**config.mk**
```make
export PLATFORM = sky130hd
export DESIGN_NAME = rand_draw
export DESIGN_NICKNAME = d
export VERILOG_FILES = /design/src/rtl/rand_draw.sv
export SDC_FILE = /design/constraint.sdc
export NUM_CORES = 1
export LEC_CHECK = 0
export BUFFER_PORTS_ARGS = -buffer_cell sky130_fd_sc_hd__buf_2
export CORE_ASPECT_RATIO = 0.8
export CORE_MARGIN = 1
export CORE_UTILIZATION = 30
export CTS_CLUSTER_DIAMETER = 100
export DETAILED_ROUTE_END_ITERATION = 8
export GPL_ROUTABILITY_DRIVEN = 0
export GPL_TIMING_DRIVEN = 0
export RECOVER_POWER = 50
export REMOVE_ABC_BUFFERS = 1
export SYNTH_ARGS = -nofsm -noshare
export SYNTH_HDL_FRONTEND = slang
export SYNTH_SLANG_ARGS = --single-unit
export TNS_END_PERCENT = 20
```
**constraint.sdc**
```tcl
create_clock -name clk -period 2.8 [get_ports clk]
set_input_delay 0.28 -clock clk [delete_from_list [all_inputs] [get_ports clk]]
set_output_delay 0.28 -clock clk [all_outputs]
set_load 0.005 [all_outputs]
```
**src/rtl/rand_draw.sv**
```systemverilog
// rand_draw: on a debounced key press, draws one value from a free-running random
// stream, rejecting out-of-range values and (optionally) recent repeats.
//
//   state | meaning
//   IDLE  | waiting for synchronized key high
//   DEB   | counting consecutive high samples of the key
//   DRAW  | examining rnd each cycle until accept or try budget spent
//   REL   | draw finished; waiting for key release
module rand_draw #(
  parameter int RANGE      = 100,
  parameter int DEB_CYCLES = 16,
  parameter int HIST_DEPTH = 4,
  parameter int NOREP      = 1,
  parameter int TRY_MAX    = 255
) (
  input  logic       clk,
  input  logic       reset,
  input  logic [7:0] rnd,
  input  logic       key,
  input  logic       clr,
  output logic [7:0] draw_val,
  output logic       done,
  output logic       err,
  output logic [7:0] count,
  output logic       busy,
  output logic [6:0] ten,
  output logic [6:0] one
);

  localparam int DW = (DEB_CYCLES > 1) ? $clog2(DEB_CYCLES + 1) : 1;

  typedef enum logic [1:0] {S_IDLE, S_DEB, S_DRAW, S_REL} state_t;

  state_t          r_state, w_state_nxt;
  logic            r_key_meta, r_key_s;
  logic [DW-1:0]   r_deb_cnt, w_deb_nxt;
  logic [7:0]      r_tries, w_tries_nxt;
  logic [7:0]      r_draw_val, r_count;
  logic            r_done, r_err;
  logic [7:0]      r_hist [HIST_DEPTH];
  logic [HIST_DEPTH-1:0] r_hist_v;
  logic            w_match, w_in_range, w_accept, w_deb_last, w_try_last;
  logic            w_take, w_fail, w_busy;

  always_ff @(posedge clk or negedge reset) begin
    if (!reset) begin
      r_key_meta <= 1'b0;
      r_key_s    <= 1'b0;
    end else begin
      r_key_meta <= key;
      r_key_s    <= r_key_meta;
    end
  end

  // Invalid history slots never match, so a fresh or cleared history accepts anything.
  always_comb begin
    w_match = 1'b0;
    for (int i = 0; i < HIST_DEPTH; i++)
      if (r_hist_v[i] && (r_hist[i] == rnd)) w_match = 1'b1;
  end

  assign w_in_range = ({1'b0, rnd} < 9'(RANGE));
  assign w_accept   = w_in_range && !((NOREP != 0) && w_match);
  assign w_deb_last = ((int'(r_deb_cnt) + 1) >= DEB_CYCLES);
  assign w_try_last = (r_tries == 8'(TRY_MAX - 1));

  always_comb begin
    w_state_nxt = r_state;
    w_deb_nxt   = r_deb_cnt;
    w_tries_nxt = r_tries;
    w_take      = 1'b0;
    w_fail      = 1'b0;
    w_busy      = 1'b0;
    case (r_state)
      S_IDLE: begin
        if (r_key_s) begin
          if (DEB_CYCLES <= 1) begin
            w_state_nxt = S_DRAW;
            w_tries_nxt = 8'd0;
          end else begin
            w_state_nxt = S_DEB;
            w_deb_nxt   = DW'(1);
          end
        end
      end
      S_DEB: begin
        w_busy = 1'b1;
        if (!r_key_s) begin
          w_state_nxt = S_IDLE;
        end else if (w_deb_last) begin
          w_state_nxt = S_DRAW;
          w_tries_nxt = 8'd0;
        end else begin
          w_deb_nxt = r_deb_cnt + DW'(1);
        end
      end
      S_DRAW: begin
        w_busy = 1'b1;
        if (w_accept) begin
          w_take      = 1'b1;
          w_state_nxt = S_REL;
        end else if (w_try_last) begin
          w_fail      = 1'b1;
          w_state_nxt = S_REL;
        end else begin
          w_tries_nxt = r_tries + 8'd1;
        end
      end
      S_REL: begin
        if (!r_key_s) w_state_nxt = S_IDLE;
      end
      default: w_state_nxt = S_IDLE;
    endcase
  end

  always_ff @(posedge clk or negedge reset) begin
    if (!reset) begin
      r_state   <= S_IDLE;
      r_deb_cnt <= '0;
      r_tries   <= 8'd0;
    end else if (clr) begin
      r_state   <= S_IDLE;
      r_deb_cnt <= '0;
      r_tries   <= 8'd0;
    end else begin
      r_state   <= w_state_nxt;
      r_deb_cnt <= w_deb_nxt;
      r_tries   <= w_tries_nxt;
    end
  end

  // clr overrides an accept landing on the same edge.
  always_ff @(posedge clk or negedge reset) begin
    if (!reset) begin
      r_draw_val <= 8'd0;
      r_count    <= 8'd0;
      r_done     <= 1'b0;
      r_err      <= 1'b0;
      r_hist_v   <= '0;
      for (int i = 0; i < HIST_DEPTH; i++) r_hist[i] <= 8'd0;
    end else if (clr) begin
      r_draw_val <= 8'd0;
      r_count    <= 8'd0;
      r_done     <= 1'b0;
      r_err      <= 1'b0;
      r_hist_v   <= '0;
      for (int i = 0; i < HIST_DEPTH; i++) r_hist[i] <= 8'd0;
    end else begin
      r_done <= w_take;
      if (w_take) begin
        r_draw_val <= rnd;
        r_count    <= r_count + 8'd1;
        r_err      <= 1'b0;
        for (int i = HIST_DEPTH - 1; i > 0; i--) begin
          r_hist[i]   <= r_hist[i-1];
          r_hist_v[i] <= r_hist_v[i-1];
        end
        r_hist[0]   <= rnd;
        r_hist_v[0] <= 1'b1;
      end else if (w_fail) begin
        r_err <= 1'b1;
      end
    end
  end

  function automatic logic [6:0] trsltr(input logic [3:0] d);
    logic [6:0] s;
    case (d)
      4'h0: s = 7'h3F;
      4'h1: s = 7'h06;
      4'h2: s = 7'h5B;
      4'h3: s = 7'h4F;
      4'h4: s = 7'h66;
      4'h5: s = 7'h6D;
      4'h6: s = 7'h7D;
      4'h7: s = 7'h07;
      4'h8: s = 7'h7F;
      4'h9: s = 7'h6F;
      4'hA: s = 7'h77;
      4'hB: s = 7'h7C;
      4'hC: s = 7'h39;
      4'hD: s = 7'h5E;
      4'hE: s = 7'h79;
      default: s = 7'h71;
    endcase
    return s;
  endfunction

  assign draw_val = r_draw_val;
  assign done     = r_done;
  assign err      = r_err;
  assign count    = r_count;
  assign busy     = w_busy;
  assign ten      = trsltr(r_draw_val[7:4]);
  assign one      = trsltr(r_draw_val[3:0]);

endmodule

```
-- Word-level counts from Yosys, hierarchy flattened
Memories as Yosys holds them, arrays and structs flattened.
Index checks and enable logic that the tools add are counted.
- latch bits: 0
- logic and storage cells: 95
- register bits: 71
- memories: 2
- bits in writable memories: 0
- memory bits (read-only): 224
- output and inout port bits: 33
- memory list (name ; words ; bits a word ; read ports ; clocked after Yosys merged registers in ; wr ports ; line ; text):
    (name not given) ; 16 ; 7 ; 1 ; 0 ; 0 ; 168 ; case (d)
    (name not given) ; 16 ; 7 ; 1 ; 0 ; 0 ; 168 ;
- multipliers: 0
- div/mod/pow operators: 0
- magnitude comparators: 2
- bitwise operators: 0
- shift-type cells: 0
- reductions and logical operators: 15
- muxes and demuxes: 41
- add/sub/neg operators: 4
- equal/unequal tests: 17
- operators by type and width (cell ; count):
    8-bit two-way mux ; 9
    32-bit two-way mux ; 2
    8-bit == test ; 4
    3-bit != test (second input constant) ; 7
    5-bit two-way mux ; 4
    8-bit by 1-bit adder with 8-bit output (second input constant) ; 2
    8-bit case mux with 2 select lines ; 1
    1-bit two-way mux ; 14
    2-bit two-way mux ; 7
    5-bit case mux with 2 select lines ; 1
    3-bit nonzero test ; 3
    8-bit == test (second input constant) ; 1
    8-bit by 7-bit < comparator with 1-bit output (second input constant) ; 1
    4-bit two-way mux ; 2
    4-bit != test (second input constant) ; 2
    2-bit case mux with 4 select lines ; 1
    4-bit AND reduction ; 2
    5-bit by 1-bit adder with 6-bit output (second input constant) ; 1
    6-bit by 5-bit greater-or-equal comparator with 1-bit output (second input constant) ; 1
    5-bit by 1-bit adder with 5-bit output (second input constant) ; 1
    1-bit logical AND ; 5
    5-bit AND reduction ; 1
    2-bit == test (second input constant) ; 2
    2-bit by 1-bit == test with 1-bit output (second input constant) ; 1
    4 further kinds ; 4

-- Longest topological paths before layout
- depth after elaboration: 13
- gate-level depth with buffers: 10
- mapped depth without buffers: 8

-- Worst setup path before layout
OpenSTA, ideal clock, no wires.
- kind: input -> register
- start: in rnd[3]
- end: reg r_count[5] (netlist: count[5])
- path buffers: 2
- library setup time: 125 ps
- data arrival time: 2176 ps
- slack: 499 ps
- cell stages on the path: 8
- cells stage by stage: buf_2 > or3_1 > a31oi_1 > o41ai_1 > or4_1 > buf_2 > nor3_1 > mux2_2
- longest elaborated chain between the ends: 11
- RTL lines (what ; line ; text):
    start, declared ; 18 ; input logic [7:0] rnd,
    8-bit == test ; 59 ; if (r_hist_v[i] && (r_hist[i] == rnd)) w_match = 1'b1;
    1-bit logical AND ; 59 ;
    1-bit two-way mux (4 in series) ; 59 ;
    1-bit zero test ; 63 ; assign w_accept = w_in_range && !((NOREP != 0) && w_match);
    1-bit logical AND (*) ; 63 ;
    1-bit two-way mux (*) ; 99 ; if (w_accept) begin
    1-bit two-way mux (*) ; 74 ; case (r_state)
    2-bit nonzero test (no source line) (*) ; n/a ;
    end signal, assigned ; 152 ; r_count <= r_count + 8'd1;
    end, declared ; 38 ; logic [7:0] r_draw_val, r_count;
Every way passes the cells marked *; elsewhere a longest branch is shown, timed or not.
A chain may end at the register's enable or synchronous reset.

-- Final worst setup path
- start: reg r_hist[0] (netlist bit)
- end: reg r_tries[6]
- longest elaborated chain between the ends: 7
- RTL lines (what ; line ; text):
    start, declared ; 40 ; logic [7:0] r_hist [HIST_DEPTH];
    start signal, assigned by index ; 155 ; r_hist[i] <= r_hist[i-1];
    8-bit == test ; 59 ;
    1-bit logical AND ; 59 ;
    1-bit two-way mux ; 59 ;
    1-bit zero test ; 63 ;
    1-bit logical AND ; 63 ;
    3-bit != test (no source line) ; n/a ;
    5-bit AND reduction (no source line) ; n/a ;
    end signal, assigned ; 128 ; r_tries <= w_tries_nxt;
    end, declared ; 37 ; logic [7:0] r_tries, w_tries_nxt;
Every way passes these cells.

==> flow_summary.yaml <==
yosys:
  ys_seq_elements: 63
  synth_cell_types: 47
  ys.flop_type: "dfrtp_1"
  synthCells: 475
  synth_top_area_share_pct: 38.90
  synth-edff-count: 0
  yosys_warnings: 0
  synth_largest_area_cell: "dfrtp_1"
  synthTopCellsByArea: "dfrtp_1, o21ai_0, ha_1"
  avgSynthCellArea_um2: 8.532
  synth_seq_area_share_pct: 38.90
  syn_area_um2: 4053
  async_flop_share_pct: 100.0
timing:
  period_share_pct: 90.93
  hold_ws_ns: 0.05208
  fmax_mhz: 392.8
  skew_ns: 0.008090
  hold_viol_final: 0
  setup_tns_ns: 0
  worst_pin_slew_ns: 1.666
  rsz0062_at_grt: "false"
  maxSlewViolCount: 64
  setup_viol: 0
  slew_headroom_pct: -11.08
  period_needed_ns: 2.546
clocking:
  ctsLongestPathBuffers: 2
  cts_root_buffer: "clkbuf_16"
  path_clk_slew_ns: 0.05
  cts.htree.levels: 3
  ctsHoldBuffers: 0
  cts_buffers: 9
  post-cts-setup-buffer-count: 0
  tritoncts: "done"
  cts.sinks: 63
  clock_latency_ns: 0.33
global_routing:
  grt_pass1_vias: 3390
  gr-usage-all-layers_pct: 15.24
  grt_pass1_wl_um: 16980
  grt_max_degree: 64
  overflow: 0
  antenna_found_initial: 0
setup_path:
  arrival_ns: 2.75
  end_kind: "flip-flop"
  cp-start-kind: "flip-flop"
  worst-r2r-setup-slack_ns: 0.25
  reg2reg_to: "r_tries[6]$_DFFE_PN0P_"
  crit_type: "reg2reg"
  rr_startpoint: "r_hist[0]$_DFFE_PN0N_"
  crit_fanout: 54
  crit_required_ns: 3.00
  r2r_cells: 6
pwr:
  clkPwrFrac_pct: 48.4
  p_leak_nw: 1.906
  power-per-cell-area_nw_per_um2: 561.3
  p_switching_mw: 0.6964
  worst_ir_drop_vdd_uv: 336.1
  comb_power_share_pct: 15.0
  p_int_mw: 1.941
  switching_share_pct: 26.41
  power_mw: 2.637
  pwr-share-seq_pct: 36.6
route:
  drc: 0
  vias: 3542
  ant_nets: 0
  dr.pass1.iters: 5
  drtIter0Drc: 218
  wirelength_um: 9999
  wl_per_cell_um: 14.99
  via_per_inst: 5.310
finish:
  fin_nets: 521
  area.growth.synth_to_final_pct: 15.93
  antennaDiodeCount: 0
  final_common_cell: "dfrtp_1"
  final_cells: 667
  final_cell_mix: "dfrtp_1, o21ai_0, a21oi_1"
  drive_gt1_share_pct: 15.65
  fillerInstances: 1358
die:
  placementRows: 37
  dieHeight_um: 106.0
  die-area_um2: 13980
  boundaryPins: 45
  core-area_um2: 13010
  die_x_um: 131.9
  initial_core_util_pct: 31.15
min_path:
  min_delay_worst_endpoint: "r_key_meta$_DFF_PN0_"
  hold_class: "in2reg"
  min_from: "key"
  hold_path_depth: 1
place:
  dp_hpwl_um: 6324
  placed_cells: 650
  io_buffer_count: 44
status:
  status: "finished, violations left"
  violations: "capacitance limit, slew limit"
run:
  maxCapViolCount: 1
## through the flow
step / instance area, µm² / utilization (%) / setup WS [ns]
2_1_floorplan: 3815 / - / -0.7412
3_3_place_gp: 4254 / 32.70 / -2.138
3_5_place_dp: 4307 / 33.11 / -0.3702
4_1_cts: 4672 / 35.91 / 0.01127
5_1_grt: 4698 / 36.12 / 0.07772
6_report: 4698 / 36.12 / 0.2540
## synthesized netlist by cell type (3+ instances only)
| cell type | number |
|---|---|
| dfrtp_1 | 63 |
| o21ai_0 | 59 |
| a21oi_1 | 51 |
| nand3_1 | 47 |
| clkbuf_1 | 29 |
| nand2_1 | 24 |
| xnor2_1 | 23 |
| ha_1 | 22 |
| nor2_1 | 22 |
| inv_1 | 17 |
| nand4_1 | 9 |
| nor2b_1 | 9 |
| nor3_1 | 9 |
| buf_4 | 8 |
| a31oi_1 | 7 |
| buf_2 | 7 |
| mux2_2 | 6 |
| xor2_1 | 6 |
| and3_1 | 4 |
| nand3b_1 | 4 |
| o21a_1 | 4 |
| a211oi_1 | 3 |
| and2_1 | 3 |
| and4_1 | 3 |
| buf_6 | 3 |
| o41ai_1 | 3 |
| or3_1 | 3 |
## final cells by class
cell class | instances | area (µm²) | area share, %
clock buffers | 14 | 284.0 | 6.045
repair buffers | 47 | 250.2 | 5.326
clock inverters | 2 | 60.06 | 1.278
inverters | 17 | 67.56 | 1.438
flip-flops and latches | 63 | 1578 | 33.58
multi-input cells | 348 | 2232 | 47.51
repair inverters | 1 | 7.507 | 0.1598
well taps | 175 | 219.0 | 4.660
## state kept, by name, indices dropped and copies added, names as in the netlist
name / cells
r_state: 2
err: 1
r_tries: 8
r_deb_cnt: 5
r_hist: 24
r_key_meta: 1
r_hist_v: 4
draw_val: 8
r_key_s: 1
done: 1
count: 8
## per-layer routing
metal / routed length [µm] / part of all wire [%] / vias up / GRT usage [%]
li1: - / - / 1705 / -
met2: 4402 / 44 / 93 / 23.54
met1: 5018 / 50 / 1734 / 21.18
met3: 487 / 4.9 / 10 / 4.435
met4: 92 / 0.92 / 0 / 2.824
met5: 0 / 0 / - / 0
## worst max-delay path, stage by stage, from the launching register on
cell	delay [ns]
dfrtp_1	0.38
xnor2_1	0.16
nand3_1	0.14
o41ai_2	0.56
or4_4	0.59
nand2_1	0.17
o41ai_1	0.41
## logic make-up (layout without fill, tap and decap cells)
kind of cell,after synthesis,count (layout),share of synthesized area (%)
mux,8,8,2.161
fa+ha+maj,22,22,6.792
xor+xnor,29,29,6.267
compound gates,143,143,19.91
buf+inv,64,81,7.440
flops,63,63,38.90
simple gates,146,146,18.52
## what timing repair did
| item | CTS | global route |
|---|---|---|
| pin swaps | 0 | 2 |
| setup endpoints to repair | 27 | 22 |
| resized for setup | 3 | 9 |
| cloned | 1 | 0 |
## how the worst max path moves through the flow
| stage | slack (ns) | endpoint | from |
|---|---|---|---|
| 6_report | 0.25 | r_tries[6]$_DFFE_PN0P_ | r_hist[0]$_DFFE_PN0N_ |
| 3_5_place_dp | -0.37 | count[6]$_DFFE_PN0N_ | rnd[4] |
| 4_1_cts | 0.01 | r_tries[6]$_DFFE_PN0P_ | r_state[0]$_DFFE_PN0P_ |
| 2_1_floorplan | -0.74 | count[3]$_DFFE_PN0N_ | rnd[4] |
| 3_3_place_gp | -2.14 | count[3]$_DFFE_PN0N_ | rnd[4] |
| 5_1_grt | 0.08 | r_tries[6]$_DFFE_PN0P_ | r_state[0]$_DFFE_PN0P_ |
## power groups by stage
stage          combinational [mW]  sequential [mW]  clock (mW)
2_1_floorplan               0.234            0.972           0
3_3_place_gp                0.364            0.977           0
3_5_place_dp                0.382            0.979           0
4_1_cts                     0.394            0.964        1.30
5_1_grt                     0.451            0.968        1.34
6_report                    0.396            0.965        1.28
No activity file was read; power rests on OpenSTA's default activity.
